===== src/rtl/msrv32_branch_ctrl.sv =====
// ---------------------------------------------------------------------------
// msrv32_branch_ctrl
//
// Turns a resolved control-transfer instruction into a redirect request to
// fetch. After fetch accepts the redirect, the block squashes younger
// in-flight instructions for a fixed number of flush cycles. A taken target
// that is not word aligned does not redirect. It raises a one-cycle
// misaligned pulse and captures the offending address instead. While a
// redirect or flush is in progress, any further resolves come from the wrong
// path and are ignored.
//
// Parameters
//   FLUSH_CYCLES        flush cycles after the redirect handshake (0..15)
//   RESET_PC            reset value of redirect_pc_out / misaligned_addr_out
//
// Ports
//   clk_in              clock, rising-edge
//   rst_in              synchronous active-high reset
//   resolve_valid_in    a control-transfer instruction resolves this cycle
//   branch_taken_in     taken flag from the branch unit
//   target_addr_in      computed branch / jump target
//   redirect_ready_in   fetch accepts the redirect
//   redirect_valid_out  redirect request to fetch
//   redirect_pc_out     registered redirect target
//   flush_out           squash younger in-flight instructions
//   stall_out           hold decode/issue while busy
//   misaligned_out      one-cycle pulse for a misaligned taken target
//   misaligned_addr_out offending target address
//
// Optional feature (macro BRANCH_CTRL_STATS_EN)
//   resolved_count_out  resolves accepted in IDLE (wraps at 2^32)
//   taken_count_out     accepted taken resolves, misaligned included
//
// The outputs come straight from registers or are decoded only from the
// state register. No input reaches an output combinationally.
// ---------------------------------------------------------------------------
module msrv32_branch_ctrl #(
  parameter int          FLUSH_CYCLES = 2,
  parameter logic [31:0] RESET_PC     = 32'h0000_0000
) (
  input  logic        clk_in,
  input  logic        rst_in,
  input  logic        resolve_valid_in,
  input  logic        branch_taken_in,
  input  logic [31:0] target_addr_in,
  input  logic        redirect_ready_in,
  output logic        redirect_valid_out,
  output logic [31:0] redirect_pc_out,
  output logic        flush_out,
  output logic        stall_out,
  output logic        misaligned_out,
`ifdef BRANCH_CTRL_STATS_EN
  output logic [31:0] misaligned_addr_out,
  output logic [31:0] resolved_count_out,
  output logic [31:0] taken_count_out
`else
  output logic [31:0] misaligned_addr_out
`endif
);

  typedef enum logic [1:0] {
    IDLE     = 2'd0,
    REDIRECT = 2'd1,
    FLUSH    = 2'd2
  } state_t;

  localparam logic [3:0] FLUSH_INIT = 4'(FLUSH_CYCLES);

  state_t     state;
  logic [3:0] flush_cnt;

  // A resolve counts only in IDLE. In the other states it is wrong-path.
  logic accept;
  logic accept_taken;
  logic target_misaligned;

  assign accept            = (state == IDLE) && resolve_valid_in;
  assign accept_taken      = accept && branch_taken_in;
  assign target_misaligned = (target_addr_in[1:0] != 2'b00);

  // Handshake signals are decoded from the state register only.
  assign redirect_valid_out = (state == REDIRECT);
  assign flush_out          = (state != IDLE);
  assign stall_out          = (state != IDLE);

  // NOTE: every register in this block uses non-blocking assignments. Each
  // flop therefore samples pre-edge values, whatever the statement order.
  always_ff @(posedge clk_in) begin
    if (rst_in) begin
      state               <= IDLE;
      flush_cnt           <= '0;
      redirect_pc_out     <= RESET_PC;
      misaligned_out      <= 1'b0;
      misaligned_addr_out <= RESET_PC;
    end else begin
      // The pulse defaults low, so a misaligned target raises it for one cycle only.
      misaligned_out <= 1'b0;
      unique case (state)
        IDLE: begin
          if (accept_taken) begin
            if (target_misaligned) begin
              misaligned_out      <= 1'b1;
              misaligned_addr_out <= target_addr_in;
            end else begin
              redirect_pc_out <= target_addr_in;
              state           <= REDIRECT;
            end
          end
        end
        REDIRECT: begin
          // redirect_pc_out holds its value until fetch accepts the redirect.
          if (redirect_ready_in) begin
            if (FLUSH_INIT == 4'd0) begin
              state <= IDLE;
            end else begin
              state     <= FLUSH;
              flush_cnt <= FLUSH_INIT;
            end
          end
        end
        FLUSH: begin
          if (flush_cnt == 4'd1) begin
            state     <= IDLE;
            flush_cnt <= '0;
          end else begin
            flush_cnt <= flush_cnt - 4'd1;
          end
        end
        default: begin
          state     <= IDLE;
          flush_cnt <= '0;
        end
      endcase
    end
  end

`ifdef BRANCH_CTRL_STATS_EN
  always_ff @(posedge clk_in) begin
    if (rst_in) begin
      resolved_count_out <= '0;
      taken_count_out    <= '0;
    end else begin
      // Plain 32-bit increments wrap from 32'hFFFF_FFFF to 0.
      if (accept)       resolved_count_out <= resolved_count_out + 32'd1;
      if (accept_taken) taken_count_out    <= taken_count_out + 32'd1;
    end
  end
`endif

endmodule


===== config.mk =====
export PLATFORM = sky130hd
export DESIGN_NAME = msrv32_branch_ctrl
export DESIGN_NICKNAME = d
export VERILOG_FILES = /design/src/rtl/msrv32_branch_ctrl.sv
export SDC_FILE = /design/constraint.sdc
export NUM_CORES = 1
export LEC_CHECK = 0
export CORE_UTILIZATION = 35
export DETAILED_ROUTE_END_ITERATION = 10
export PLACE_DENSITY_LB_ADDON = 0.08
export SLEW_MARGIN = 20
export SYNTH_ARGS = -nofsm -noshare
export SYNTH_HDL_FRONTEND = slang
export SYNTH_SLANG_ARGS = --single-unit

===== constraint.sdc =====
create_clock -name clk_in -period 4 [get_ports clk_in]
set_input_delay 0.8 -clock clk_in [delete_from_list [all_inputs] [get_ports clk_in]]
set_output_delay 0.8 -clock clk_in [all_outputs]
set_load 0.03 [all_outputs]

# == Word level (Yosys, flattened, before mapping) ==
# Index checks and enable logic that the tools add are counted.
# word_totals
reg_bits,71
latchBits,0
ramBits,0
romBits,0
inputBits,37
output_inout_bits,68
elab_cells,35
mem_count,0
# op_classes
addsub,1
n_mul,0
div_mod_pow,0
n_lt_le_gt_ge,0
eq_ne,7
shifts,0
mux,9
bitwise,3
reduce_logical,10
# op_table
cell,n
one-hot mux 4 bit (3 select lines),1
2-to-1 mux 2 bit,4
2-to-1 mux 4 bit,2
inequality test 2 bit (second input constant),4
one-hot mux 2 bit (3 select lines),1
AND reduction 3 bit,2
== test 4 x 1 -> 1 bit (second input constant),1
AND reduction 4 bit,1
nonzero test 2 bit,2
subtractor 4 x 1 -> 4 bit (second input constant),1
NOT 1 bit,3
OR reduction 3 bit,1
== test 2 x 1 -> 1 bit (second input constant),1
== test 2 bit (second input constant),1
logical AND 1 bit,2
zero test 2 bit,1
AND reduction 2 bit,1
2-to-1 mux 1 bit,1

# == Logic depth before layout (Yosys ltp) ==
# Gate-level depths: netlist (run 1).
# logic_depth
ltp_word,5
mapped_depth,7
ltp_nobuf,6

# == Worst setup path after synthesis (run 1) ==
# No wires, ideal clock.
# synth_timing
path_type,reg-to-output
from,reg state[0]
to,out stall_out
arrival_ns,1.173
t_required_ns,3.200
setup_slack_ns,2.027
path_stages_with_launch,5
path_buffers,1
path_cell_list,dfxtp_1 inv_1 ha_1 inv_1 buf_4
# synth_via
elab_chain_len,1
# synth_lines
element,line_no,source
"start, declared",69,state_t state;
"start signal, assigned",90,state <= IDLE;
"start signal, assigned",106,state <= REDIRECT;
"start signal, assigned",114,state <= IDLE;
nonzero test 2 bit,-,
"end, declared",50,"output logic stall_out,"
# Every way passes these cells.

# == Worst setup path in the final report (run 1) ==
# layout_timing
from,reg state[0]
to,out stall_out
# layout_via
elab_chain_len,1
# layout_lines
element,line_no,source
nonzero test 2 bit,84,assign stall_out = (state != IDLE);
# Every way passes these cells.

==> results of run 1 <==
## final cells by class
type	count	area [µm²]
Inverter	5	18.77
Timing Repair Buffer	108	1066
Multi-Input combinational cell	232	1146
Clock buffer	11	141.4
Clock inverter	5	103.9
Sequential cell	71	1421
Fill cell	699	3309
Tap cell	99	123.9
## logic make-up (layout without fill, tap and decap cells)
kind of cell / Yosys count / after routing / share of synthesized area (%)
buf+inv: 26 / 129 / 4.266
fa+ha+maj: 7 / 7 / 3.282
compound gates: 71 / 71 / 14.39
mux: 2 / 2 / 0.7501
flops: 71 / 71 / 53.26
simple gates: 152 / 152 / 24.05
## power groups by stage
stage | logic [µW] | registers [µW] | clock network, µW
2_1_floorplan | 197 | 853 | 0
3_5_place_dp | 435 | 787 | 0
5_1_grt | 468 | 775 | 746
4_1_cts | 437 | 770 | 716
6_report | 431 | 770 | 695
3_3_place_gp | 431 | 785 | 0
## registers in the layout, summed over array words and instances (netlist names)
signal and cells:
flush_cnt 4, misaligned_addr_out 32, misaligned_out 1, redirect_pc_out 32, state 2
## cell usage in the layout (no fill, tap or decap), types with 2 or more instances in the layout
cell type / instances
nand2_1: 129
nor4b_1: 2
clkdlybuf4s50_1: 103
mux2i_1: 2
nand2b_1: 2
dfxtp_1: 71
buf_4: 4
clkbuf_8: 10
nor3b_1: 2
nor2b_1: 2
bufinv_16: 3
nor2_1: 4
inv_1: 5
ha_1: 7
a21oi_1: 65
## per-stage QoR
stage          cells  setup slack (ps)  area (µm²)  total power [µW]
5_1_grt          531              1186        4021              1988
6_report         531              1286        4021              1896
4_1_cts          531              1250        4021              1924
3_5_place_dp     515              1254        3776              1222
2_1_floorplan    329              2027        2669              1051
3_3_place_gp     515              1327        3776              1217
## worst register-to-register path, delay by kind of cell (launching register included)
family / cells / cell delay [ps]
DFF: 1 / 330
and+or+nand+nor: 3 / 870
buffers and inverters: 2 / 480
adders and majority gates: 1 / 270
AOI/OAI and AO/OA: 1 / 140
## routing by layer
| layer | up-vias | track usage [%] |
|---|---|---|
| met2 | 66 | 27.83 |
| met4 | 0 | 8.514 |
| met3 | 8 | 4.709 |
| li1 | 1266 | - |
| met5 | - | 0 |
| met1 | 1120 | 20.42 |
## worst paths after layout
check	end	depth (start not counted)	start	slack, ps
worst min register to register	misaligned_addr_out[27]	2	misaligned_addr_out[27]	450
worst max-delay path	stall_out	4	state[0]	1290
worst min-delay path	misaligned_addr_out[27]	2	misaligned_addr_out[27]	450
worst max register to register	misaligned_addr_out[21]	7	state[1]	1850
==> metrics.yaml, run 1 <==
place:
  place_congestion: 0.7502
  portBuffers: 104
  dp_hpwl_mm: 4.522
final_layout:
  drive_gt1_share_pct: 6.019
  diodes: 0
  post-route-util_pct: 54.86
  fin_nets: 471
  syn_to_final_growth_pct: 50.68
power_and_ir_drop:
  p_per_area_nw_per_um2: 471.6
  p_comb_share_pct: 22.7
  internal_power_uw: 1357
  clkPwrFrac_pct: 36.7
  swShare_pct: 28.42
  switchingPower_uw: 538.9
  power_frac_seq_pct: 40.6
  leakage_uw: 0.001399
  ir_drop_mv: 0.2522
critical_path:
  crit_family: "buffers and inverters"
  crit_top_cell: "inv_1"
  arrival_ps: 1910
  crit_chain: "inv_1 > ha_1 > inv_1 > clkdlybuf4s50_1"
  worstSetupPathType: "flip-flop to primary output"
  start_kind: "flip-flop"
  required_ps: 3200
  cp_max_fo: 5
  end_kind: "primary output"
  crit_buf_inv: 3
  crit_slowest_cell: "clkdlybuf4s50_1"
  max_stage_delay_ps: 690
route:
  vias: 2460
  dr_wl_met2_mm: 3.070
  wirelength_met1_mm: 3.149
  first_iter_violations: 94
  top_layer: "met4"
  route.met3.wl_um: 417
  drc: 0
  drt_wl_total_mm: 6.746
  wl_per_cell_um: 12.70
  viasPerCell: 4.633
  first_pass_iters: 4
  ant_nets: 0
floorplan:
  num_io_pins: 105
  dieArea_um2: 7978
  placementRows: 31
  core_um2: 7331
  die_w_um: 89.32
  fp.dieH_um: 89.32
  start_util_pct: 36.41
flow_run:
  maxCapViolCount: 0
synthesis:
  synth_common_cells: "129 x nand2_1, 71 x dfxtp_1, 65 x a21oi_1, 10 x buf_2, 9 x clkbuf_1"
  synth_ff_type: "dfxtp_1"
  yosysSeqAreaShare_pct: 53.26
  netlist_area_um2: 2669
  netlist_instances: 329
  ys_types: 30
  yosysTopAreaCellShare_pct: 53.26
  syn-num-nets: 373
  synth_edf_count: 0
  synth_largest_area_cell: "dfxtp_1"
  ys_seq_elements: 71
  yosys-top-cells-area: "dfxtp_1 53%, nand2_1 18%, a21oi_1 12%, ha_1 3.3%, buf_2 1.9%"
  yosysWarningCount: 0
  syn_avg_cell_area_um2: 8.112
  synthArstFlopShare_pct: 0
  synth.most_common_cell: "nand2_1"
global_route:
  grt_max_degree: 45
  grt_pass1_wl_mm: 10.21
  grt_pass1_vias: 2181
  antenna_found_initial: 0
  grt_overflow_total: 0
  grt_use_total_pct: 16.96
clock_network:
  numCtsBuffers: 9
  root_buffer: "clkbuf_8"
  numClockSinks: 71
  worstSkewPairLatency_ps: 330
  cts_resized: 0
  postCtsHoldBufs: 0
  h-tree-depth: 3
  cts_setup_buffers: 0
  ctsLongestPathBuffers: 2
  clkSlewWorstSetupHoldPaths_ps: 70
  tritoncts: "done"
timing:
  fmax_mhz: 368.5
  period_minus_slack_ps: 2714
  rsz0062_at_grt: "false"
  max_slew_margin_pct: 31.15
  hold_slack_ps: 454.4
  tightest_slew_ps: 1030
  drv_slew: 0
  fin_tns_setup_ps: 0
  setup_viol: 0
  skew_ps: 6.883
  final-hold-violation-count: 0
  post-route-period-util_pct: 67.84
min_path:
  hold_class: "flip-flop to flip-flop"
run_status:
  run_status: "finished, final reports clean"
Note: power is estimated with default switching activity, not from simulation.
==> run 2, diff against run 1 <==
- clock period: 4 -> 2.5 ns (I/O delays scaled with it)
==> run 2 against run 1 <==
Cell count is 0.56% higher. Combinational power is 64% higher. Via count is 0.49% higher. Flip-flop and latch count stayed put. Critical path type unchanged. Critical path depth is 1 lower. Clock skew hardly changed. Register-to-register slack worse by 1200 ps. Core utilization is 0.48 points higher. Cell area is 0.87% higher. Sequential share of layout area is 0.31 points lower. Routed wire length is 2.3% higher. Worst hold slack worse by 0.69 ps.
==> metrics.yaml, run 2 (synthesis results as in run 1) <==
final_layout:
  drive_gt1_share_pct: 6.897
  finalInstanceArea_um2: 4056
  syn_to_final_growth_pct: 51.99
  final_common_cell: "nand2_1"
  finalNonFillerCells: 534
  reg_top3: "misaligned_addr_out: 32 flops, redirect_pc_out: 32 flops, flush_cnt: 4 flops"
  fin_nets: 475
  diodes: 0
  layout_common_cells: "129 x nand2_1, 101 x clkdlybuf4s50_1, 71 x dfxtp_1"
clock_network:
  ctsLongestPathBuffers: 2
  numCtsBuffers: 9
  worstSkewPairLatency_ps: 340
  h-tree-depth: 3
  tritoncts: "done"
  numClockSinks: 71
  clkSlewWorstSetupHoldPaths_ps: 80
  root_buffer: "clkbuf_8"
timing:
  tightest_slew_ps: 796.9
  max_slew_margin_pct: 46.87
  skew_ps: 6.963
  fmax_mhz: 449.6
  rsz0062_at_grt: "false"
  post-route-period-util_pct: 88.97
  setup_viol: 0
  drv_slew: 0
  fin_tns_setup_ps: 0
  final-hold-violation-count: 0
  period_minus_slack_ps: 2224
route:
  wl_per_cell_um: 12.93
  viasPerCell: 4.629
  ant_nets: 0
  first_pass_iters: 4
  drc: 0
  first_iter_violations: 98
  vias: 2472
  drt_wl_total_mm: 6.903
power_and_ir_drop:
  ir_drop_mv: 0.3381
  p_per_area_nw_per_um2: 726.8
  leakage_uw: 0.001449
global_route:
  grt_use_total_pct: 18.19
  grt_pass1_wl_mm: 10.96
  antenna_found_initial: 0
  grt_overflow_total: 0
  grt_max_degree: 42
  grt_pass1_vias: 2236
critical_path:
  end_kind: "primary output"
  crit_chain: "inv_1 > ha_1 > clkdlybuf4s50_1"
  arrival_ps: 1720
  required_ps: 2000
  cp_max_fo: 4
  start_kind: "flip-flop"
  worstSetupPathType: "flip-flop to primary output"
  crit_slowest_cell: "clkdlybuf4s50_1"
  max_stage_delay_ps: 690
floorplan:
  fp.dieH_um: 89.32
  start_util_pct: 36.41
  die_w_um: 89.32
  core_um2: 7331
  num_io_pins: 105
  placementRows: 31
  dieArea_um2: 7978
place:
  placed_cells: 519
  portBuffers: 104
  dp_hpwl_mm: 4.694
  place_congestion: 0.7247
  postPlaceCellArea_um2: 3831
run_status:
  run_status: "finished, final reports clean"
flow_run:
  maxCapViolCount: 0
min_path:
  hold_class: "flip-flop to flip-flop"
## run 2: changes by cell type in the layout (fill, tap and decap cells not counted), sizes merged, moves of 2 or more
cell           change
buf                +4
clkdlybuf4s50      -2
clkinv             +2
dlymetal6s2s       +2
## run 2: through the flow
step           total power [µW]  setup WS (ps)  hold slack (ps)  utilization (%)
6_report                   2948          275.7            453.7            55.33
3_3_place_gp               1962          324.3            441.3            52.26
3_5_place_dp               1972          255.5            445.5            52.26
4_1_cts                    2993          27.72            456.7            55.27
2_1_floorplan              1681          746.3            428.0                -
5_1_grt                    3096          199.0            472.0            55.33
## run 2: critical path: cells and delay by family (launching register included)
kind                     cells  cell delay (ps)
buffers and inverters        2              820
flip-flops                   1              330
adder cells (fa/ha/maj)      1              240
## run 2: layout make-up
class	instances	area, µm²
Fill cell	647	3274
Clock inverter	5	82.58
Sequential cell	71	1421
Timing Repair Buffer	112	1126
Multi-Input combinational cell	232	1146
Tap cell	99	123.9
Inverter	5	18.77
Clock buffer	10	137.6
## run 2: metal layers
layer	up-vias	wire length [µm]	GRT usage (%)
li1	1280	-	-
met1	1113	3301	24.56
met2	71	3062	26.79
met3	8	449	6.187
met4	0	90	6.926
met5	-	0	0
## run 2: path summary, 6_finish.rpt
path | start | depth (start not counted) | slack [ps] | end
min reg2reg | redirect_pc_out[28] | 2 | 450 | redirect_pc_out[28]
max | state[1] | 3 | 280 | redirect_valid_out
min | redirect_pc_out[28] | 2 | 450 | redirect_pc_out[28]
max reg2reg | state[0] | 7 | 700 | misaligned_addr_out[2]
## run 2: power by group
group	internal, µW	total [µW]	switching (µW)
Sequential	1200	1230	36.4
Clock	585	1010	423
Combinational	294	708	413
## run 2: what timing repair did
action | 4_1_cts | 5_1_grt
endpoints found under the setup margin | 0 | 2
setup buffers | 0 | 0
hold buffers | 0 | 0
gates resized for setup | 0 | 2
